$ cat src/rtl/branch_resolve_bht.sv
// Execute-stage branch resolution with a 2-bit saturating-counter BHT and registered redirect.
// Optional performance counters are enabled by defining BRANCH_PERF_CNT_EN.
module branch_resolve_bht #(
    parameter int XLEN  = 32,
    parameter int DEPTH = 64,
    parameter int CNT_W = 32
) (
    input  logic             clk,
    input  logic             rst,
    input  logic [XLEN-1:0]  if_pc,
    output logic             if_pred_taken,
    input  logic             ex_valid,
    input  logic             ex_stall,
    input  logic [2:0]       ex_funct3,
    input  logic [XLEN-1:0]  ex_rs1,
    input  logic [XLEN-1:0]  ex_rs2,
    input  logic [XLEN-1:0]  ex_pc,
    input  logic [XLEN-1:0]  ex_target,
    input  logic             ex_pred_taken,
    output logic             branch_taken,
`ifdef BRANCH_PERF_CNT_EN
    output logic [CNT_W-1:0] perf_branches,
    output logic [CNT_W-1:0] perf_mispredicts,
`endif
    output logic             redirect_valid,
    output logic [XLEN-1:0]  redirect_pc
);

    localparam int IDX_W = $clog2(DEPTH);

    function automatic logic [1:0] sat_step(input logic [1:0] cnt, input logic up);
        if (up)
            return (cnt == 2'd3) ? cnt : cnt + 2'd1;
        else
            return (cnt == 2'd0) ? cnt : cnt - 2'd1;
    endfunction

    logic signed [XLEN-1:0] rs1_s;
    logic signed [XLEN-1:0] rs2_s;
    logic                   cond;
    logic                   legal;
    logic                   res;
    logic                   mis;
    logic [IDX_W-1:0]       ex_idx;
    logic [IDX_W-1:0]       if_idx;
    logic [1:0]             bht_q [DEPTH];
    logic [1:0]             cnt_d;
    logic                   redirect_valid_q;
    logic                   redirect_valid_d;
    logic [XLEN-1:0]        redirect_pc_q;
    logic [XLEN-1:0]        redirect_pc_d;
    logic                   if_pc_unused;

    assign rs1_s  = ex_rs1;
    assign rs2_s  = ex_rs2;
    assign ex_idx = ex_pc[IDX_W+1:2];
    assign if_idx = if_pc[IDX_W+1:2];
    assign if_pc_unused = ^{if_pc[1:0], if_pc[XLEN-1:IDX_W+2]};

    always_comb begin
        cond  = 1'b0;
        legal = 1'b1;
        case (ex_funct3)
            3'b000:  cond = (ex_rs1 == ex_rs2);
            3'b001:  cond = (ex_rs1 != ex_rs2);
            3'b100:  cond = (rs1_s < rs2_s);
            3'b101:  cond = (rs1_s >= rs2_s);
            3'b110:  cond = (ex_rs1 < ex_rs2);
            3'b111:  cond = (ex_rs1 >= ex_rs2);
            default: legal = 1'b0;
        endcase
    end

    assign branch_taken  = ex_valid & cond;
    assign res           = ex_valid & ~ex_stall & legal;
    assign mis           = res & (branch_taken != ex_pred_taken);
    // Read is the registered table value, so a same-cycle update is not bypassed.
    assign if_pred_taken = bht_q[if_idx][1];
    assign cnt_d         = sat_step(bht_q[ex_idx], branch_taken);

    always_comb begin
        redirect_valid_d = mis;
        redirect_pc_d    = redirect_pc_q;
        if (mis)
            redirect_pc_d = branch_taken ? ex_target : ex_pc + XLEN'(4);
    end

    always_ff @(posedge clk) begin
        if (rst) begin
            for (int i = 0; i < DEPTH; i++)
                bht_q[i] <= 2'd1;
        end else if (res) begin
            bht_q[ex_idx] <= cnt_d;
        end
    end

    always_ff @(posedge clk) begin
        if (rst) begin
            redirect_valid_q <= 1'b0;
            redirect_pc_q    <= '0;
        end else begin
            redirect_valid_q <= redirect_valid_d;
            redirect_pc_q    <= redirect_pc_d;
        end
    end

    assign redirect_valid = redirect_valid_q;
    assign redirect_pc    = redirect_pc_q;

`ifdef BRANCH_PERF_CNT_EN
    logic [CNT_W-1:0] perf_br_q;
    logic [CNT_W-1:0] perf_mis_q;

    always_ff @(posedge clk) begin
        if (rst) begin
            perf_br_q  <= '0;
            perf_mis_q <= '0;
        end else begin
            if (res)
                perf_br_q <= perf_br_q + CNT_W'(1);
            if (mis)
                perf_mis_q <= perf_mis_q + CNT_W'(1);
        end
    end

    assign perf_branches    = perf_br_q;
    assign perf_mispredicts = perf_mis_q;
`else
    logic perf_unused;
    assign perf_unused = |CNT_W;
`endif

endmodule

$ cat config.mk
export PLATFORM = sky130hd
export DESIGN_NAME = branch_resolve_bht
export DESIGN_NICKNAME = d
export VERILOG_FILES = /design/src/rtl/branch_resolve_bht.sv
export SDC_FILE = /design/constraint.sdc
export NUM_CORES = 1
export LEC_CHECK = 0
export CORE_MARGIN = 8
export CORE_UTILIZATION = 57
export CTS_CLUSTER_SIZE = 30
export DETAILED_ROUTE_END_ITERATION = 6
export HOLD_SLACK_MARGIN = 0.08
export PLACE_DENSITY = 0.87
export SLEW_MARGIN = 20
export SYNTH_ARGS = -nofsm -noshare
export SYNTH_HDL_FRONTEND = slang
export SYNTH_SLANG_ARGS = --single-unit
$ cat constraint.sdc
create_clock -name clk -period 18.2 [get_ports clk]
set_input_delay 5.46 -clock clk [delete_from_list [all_inputs] [get_ports clk]]
set_output_delay 5.46 -clock clk [all_outputs]
set_load 0.05 [all_outputs]
---- Word-level counts from Yosys, hierarchy flattened ----
Memories as Yosys holds them, arrays and structs flattened.
Cells that the tools add are included.
storage, ports and cells
  memory bits (writable) .................. 128
  bits of input ports ..................... 168
  logic and storage cells ................. 42
  output and inout bits ................... 35
  register bits after elaboration ......... 33
  memories ................................ 1
cells by class
  $add $sub $neg .......................... 3
  multiplexer cells ....................... 14
  bitwise gates (word level) .............. 5
  reductions and logical operators ........ 4
  equal/unequal tests ..................... 9
  magnitude comparators ................... 4
memories
  name   depth  bits a word  read ports  clocked after Yosys merged registers in  write ports  RTL line  RTL
  bht_q  64     2            2           0                                        64           46        logic [1:0] bht_q [DEPTH];
operators with widths
  operator                                             count
  >= comparator 32 bit                                 2
  less-than comparator 32 bit                          2
  adder 32 x 3 -> 32 bit, second input constant        1
  equality test 32 bit                                 1
  two-way mux 32 bit                                   1
  inequality test 32 bit                               1
  equality test 3 bit, second input constant           4
  two-way mux 2 bit                                    4
  two-way mux 1 bit                                    7
  two-way mux 6 bit                                    1
  one-hot mux 1 bit (6 select lines)                   1
  OR reduction 6 bit                                   1
  bitwise AND 1 bit                                    4
  equality test 3 x 1 -> 1 bit, second input constant  1
  logical NOT 3 bit                                    1
  adder 2 x 1 -> 2 bit, second input constant          1
  equality test 2 bit, second input constant           1
  logical NOT 2 bit                                    1
  OR reduction 2 bit                                   1
  subtractor 2 x 1 -> 2 bit, second input constant     1
  inequality test 1 bit                                1
  inverter 1 bit                                       1

---- Depth between registers and ports, before layout ----
  word-level depth ........................ 9
  depth in mapped cells ................... 13
  mapped depth without buffers ............ 10

---- Least setup slack after synthesis ----
No wires, ideal clock.
  kind .................................... input-to-output
  start point ............................. input port if_pc[2]
  end point ............................... output port if_pred_taken
  stages .................................. 5
  buffers on the path ..................... 2
  required time ........................... 12740 ps
  path slack .............................. 4709 ps
  arrival time ............................ 8031 ps
  path through ............................ clkbuf_1 buf_1 mux4_2 mux4_2 mux4_2
between the ends
  word-level cells in the longest chain between the ends .. 1
ends and longest elaborated chain
  element                   RTL line  RTL
  start, declared           10        input logic [XLEN-1:0] if_pc,
  memory read (64 x 2 bit)  -
  end, declared             11        output logic if_pred_taken,
Every way passes these cells.

---- Worst setup path in the final report ----
  start point ............................. input port ex_rs2[7]
  end point ............................... output port branch_taken
between the ends
  word-level cells in the longest chain between the ends .. 3
  elaborated cells between the ends (all ways) .. 8
  classes of those cells .................. order compare: 4; eq/ne: 2; mux: 1; bitwise: 1
ends and longest elaborated chain
  element                                       RTL line  RTL
  start, declared                               16        input logic [XLEN-1:0] ex_rs2,
  >= comparator 32 bit (tied with other cells)  69        3'b111: cond = (ex_rs1 >= ex_rs2);
  one-hot mux 1 bit (6 select lines) (*)        63        case (ex_funct3)
  bitwise AND 1 bit (*)                         74        assign branch_taken = ex_valid & cond;
  end, declared                                 20        output logic branch_taken,
Mark *: on every way between the ends. The rest lies on a longest branch, timed or not.

==> run_results.csv <==
group,metric,value,unit
yosys,ys.flop_type,"edfxtp_1",
sta,finalSetupTns,0,ns
route,drt_pre_antenna_iters,7,
yosys,synth-edff-count,128,
global_routing,use_met1,0.3135,
sta,hold_viol,0,
flow_run,max_cap_viol_count,0,
cells_and_area,area.growth.synth_to_final,22.40,%
worst_setup_path,worst-r2r-cell-count,9,
floorplan,die_w,149.2,um
worst_setup_path,worst-endpoint-required,12.74,ns
yosys,mappedNetlistNets,1183,
route,count_of_antenna_violating_nets_left_after_detailed_routing,0,
sta,timing.fmax,69.30,MHz
worst_setup_path,crit_path_end_kind,"primary output",
worst_hold_path,worstHoldPathType,"flip-flop to flip-flop",
route,vias,8894,
floorplan,total_die_area,22270,um2
cells_and_area,layout_cells_sized_above_1,0.1088,
clocking,tritoncts_num_sinks,161,
clocking,tritoncts.num_buffers,17,
route,vias_per_cell,6.652,
route,detail_route.wl_per_cell,22.78,um
yosys,synth_top_cells_by_area,"edfxtp_1, dfxtp_1, a22oi_1",
worst_setup_path,cp_class,"input port to primary output",
route,initialDrtViolationCount,1097,
placed_design,place_hpwl,21220,um
worst_setup_path,timing.critical_path.from_type,"input port",
yosys,synth_most_common_cell,"edfxtp_1",
worst_hold_path,worst_hold_path.endpoint,"redirect_pc[1]",
pwr,power.static_leakage,4.250,nW
floorplan,vertical_extent_of_the_die,149.2,um
clocking,htree_levels,4,
yosys,post_synth_and_or_nand_nor_area_fraction,0.1945,
yosys,ys_ff_latch,161,
global_routing,grt.overflow.total,0,
sta,fin_worst_skew,0.007128,ns
clocking,clk-insertion-delay-late,0.43,ns
global_routing,globalRouteMet3Util,0.09678,
yosys,synthCells,982,
pwr,power_per_cell_area,76.19,nW/um2
worst_setup_path,worst_ep_arrival_time,8.97,ns
placed_design,detailed_place.area,11840,um2
cells_and_area,antenna-diode-count,0,
yosys,synth_fa_ha_area_frac,0.04191,
yosys,synth.avg_cell_area,10.31,um2
outcome,failed_checks,"DRC",
sta,worst_pin_slew,1.109,ns
placed_design,gpl.final_weighted_congestion,0.8726,
worst_setup_path,crit_path_cell_trace,"clkdlybuf4s50_1 -> inv_1 -> ha_1 -> a21oi_1 -> o21ai_0 -> o311ai_1 -> a41oi_1 -> a211oi_4 -> nand4b_1 -> inv_1 -> clkdlybuf4s50_1",
floorplan,initial_core_util,0.5830,
worst_setup_path,rrSetupSlack,14.69,ns
sta,final.hold.worst_slack,0.4789,ns
worst_hold_path,hold_path.startpoint,"redirect_pc[1]",
worst_hold_path,min_delay_path_depth,2,
cells_and_area,postLayoutCellArea,12390,um2
yosys,synth_top_cells_by_count,"edfxtp_1, a22oi_1, inv_1",
sta,grt_setup_unrepaired,"false",
worst_setup_path,critical_path_buf_inv_count,4,
yosys,yosys_cell_types,67,
sta,min_tclk_post_route,14.43,ns
clocking,cts_max_path_buffers,2,
sta,timing.max_slew.rel_slack,0.2607,
global_routing,top_usage_layer,"met2",
worst_setup_path,crit-reg2reg-launch,"bht_q[25][0]",
cells_and_area,finalNetCount,1301,
route,post-route-drc-count,1,
yosys,synthArstFlopShare,0,
global_routing,grt_usage,0.2773,
worst_setup_path,cp_top_family,"buffers and inverters",
floorplan,top_level_ports,203,
worst_setup_path,critical_path.max_fanout,5,
yosys,synth.area.mux_share,0.05749,
floorplan,fp-row-count,48,
worst_setup_path,cpMaxStageDelayCell,"clkdlybuf4s50_1",
pwr,report.power.total,0.0009438,W
yosys,fraction_of_the_mapped_netlist_area_in_compound_gates,0.1663,
clocking,cts_repair_resize_count,0,
clocking,root_buffer,"clkbuf_16",
worst_setup_path,max_stage_delay,0.82,ns
sta,finalMaxSlewViolations,0,
clocking,clk_pin_slew,0.06,ns
outcome,run_status,"finished with violations",
pwr,irDropWorstVdd,0.07135,mV
global_routing,maximum_number_of_pins_on_one_net_before_global_route_repair,102,
route,wirelength,30450,um
clocking,cts_setup_buffers,0,
yosys,synth_top_family_by_area,"simple AND/OR/NAND/NOR gates",
yosys,syn-cell-area,10120,um2
sta,finalCritPeriodShare,0.7929,
clocking,cts_tree,"done",
floorplan,placeableCoreArea,17360,um2
global_routing,grt_pass1_wl,48040,um
yosys,synth_area_leader_cell,"edfxtp_1",
yosys,synth_xor_xnor_area_share,0.02250,
placed_design,place.port_buffers,176,
global_routing,first_global_vias,9028,
yosys,synth.top_cell.area_share,0.3798,
clocking,cts.hold.buffers_added,0,
sta,report.final.setup_viol,0,
yosys,synth_sequential_area_ratio,0.4451,
global_routing,groute.layer.met2.usage,0.4667,
worst_setup_path,worst_r2r_endpoint,"bht_q[60][1]",
global_routing,grt_antenna_before_repair,1,
yosys,synth_warnings,0,
-- worst max path at each step --
stage                               end  depth (start not counted)  slack (ns)      start
after floorplan           if_pred_taken                          5        4.71   if_pc[2]
after global placement     branch_taken                         11        3.92  ex_rs2[7]
after detailed placement   branch_taken                         11        3.83  ex_rs2[7]
after CTS                  branch_taken                         11        3.80  ex_rs2[7]
after global routing       branch_taken                         11        3.49  ex_rs2[7]
final                      branch_taken                         11        3.77  ex_rs2[7]
-- tightest hold or removal path, delay by kind of cell (launching register included) --
kind             cells  cell delay [ns]
AND/OR/NAND/NOR      1             0.07
flip-flops           1             0.31
AO/OA/AOI/OAI        1             0.05
-- cell families (layout without fill, tap and decap cells) --
logic type,count (synthesis),count (layout)
and+or+nand+nor,365,365
AOI/OAI and AO/OA,202,202
buffers and inverters,164,294
DFF,161,161
adders and majority gates,34,34
muxes,30,30
xor gates and xnor gates,26,26
-- layer usage --
layer,part of all wire,vias up
met2,0.50,562
met1,0.34,4256
met3,0.13,103
met4,0.037,2
li1,-,3971
met5,0.00043,-
-- final cells by class --
type	count	area (um2)
fill	1202	4970
multi-input combinational	657	4903
sequential	161	4504
timing repair buffer	192	1879
clock buffer	19	432.9
tap	225	281.5
inverter	71	266.5
clock inverter	12	118.9
-- stage by stage --
| step | util | std cells | setup slack, ns |
|---|---|---|---|
| 5_1_grt | 0.7137 | 1337 | 3.488 |
| 6_report | 0.7137 | 1337 | 3.770 |
| 3_3_place_gp | 0.6819 | 1306 | 3.915 |
| 3_5_place_dp | 0.6819 | 1306 | 3.830 |
| 2_1_floorplan | - | 982 | 4.709 |
| 4_1_cts | 0.7137 | 1337 | 3.804 |
-- report_power, final --
group	switching [W]	internal, W
logic	0.000113	0.0000763
registers	0.00000637	0.000408
clock network	0.000142	0.000199
-- state kept, by name (all words and copies together), names as in the netlist --
name,count
redirect_valid,1
bht_q,128
redirect_pc,32
-- placed cells by master (no fill, tap or decap), types with 5 or more instances in the layout --
cell             synthesis  routed
a41oi_1                  7       7
o21ai_0                  7       7
nor4_1                  42      42
xor2_1                  11      11
dfxtp_1                 33      33
mux4_2                  22      22
o32ai_2                 17      17
o21bai_1                13      13
ha_1                    33      33
a22oi_1                 74      74
a21o_1                  18      18
or2_2                   17      17
clkbuf_16                0      17
clkdlybuf4s50_1          0     175
buf_4                    2      17
nand3b_1                 5       5
inv_1                   71      71
edfxtp_1               128     128
nand4_1                 20      20
nor2_1                  37      37
a21oi_1                 19      19
nand3_1                 66      66
xnor2_1                 15      15
and4_1                   5       5
nand2b_1                29      29
nand2_1                 70      70
and3_1                  13      13
o32ai_1                  7       7
a22o_1                   9       9
nor3_1                  32      32
Note: power is estimated with default switching activity, not from simulation.
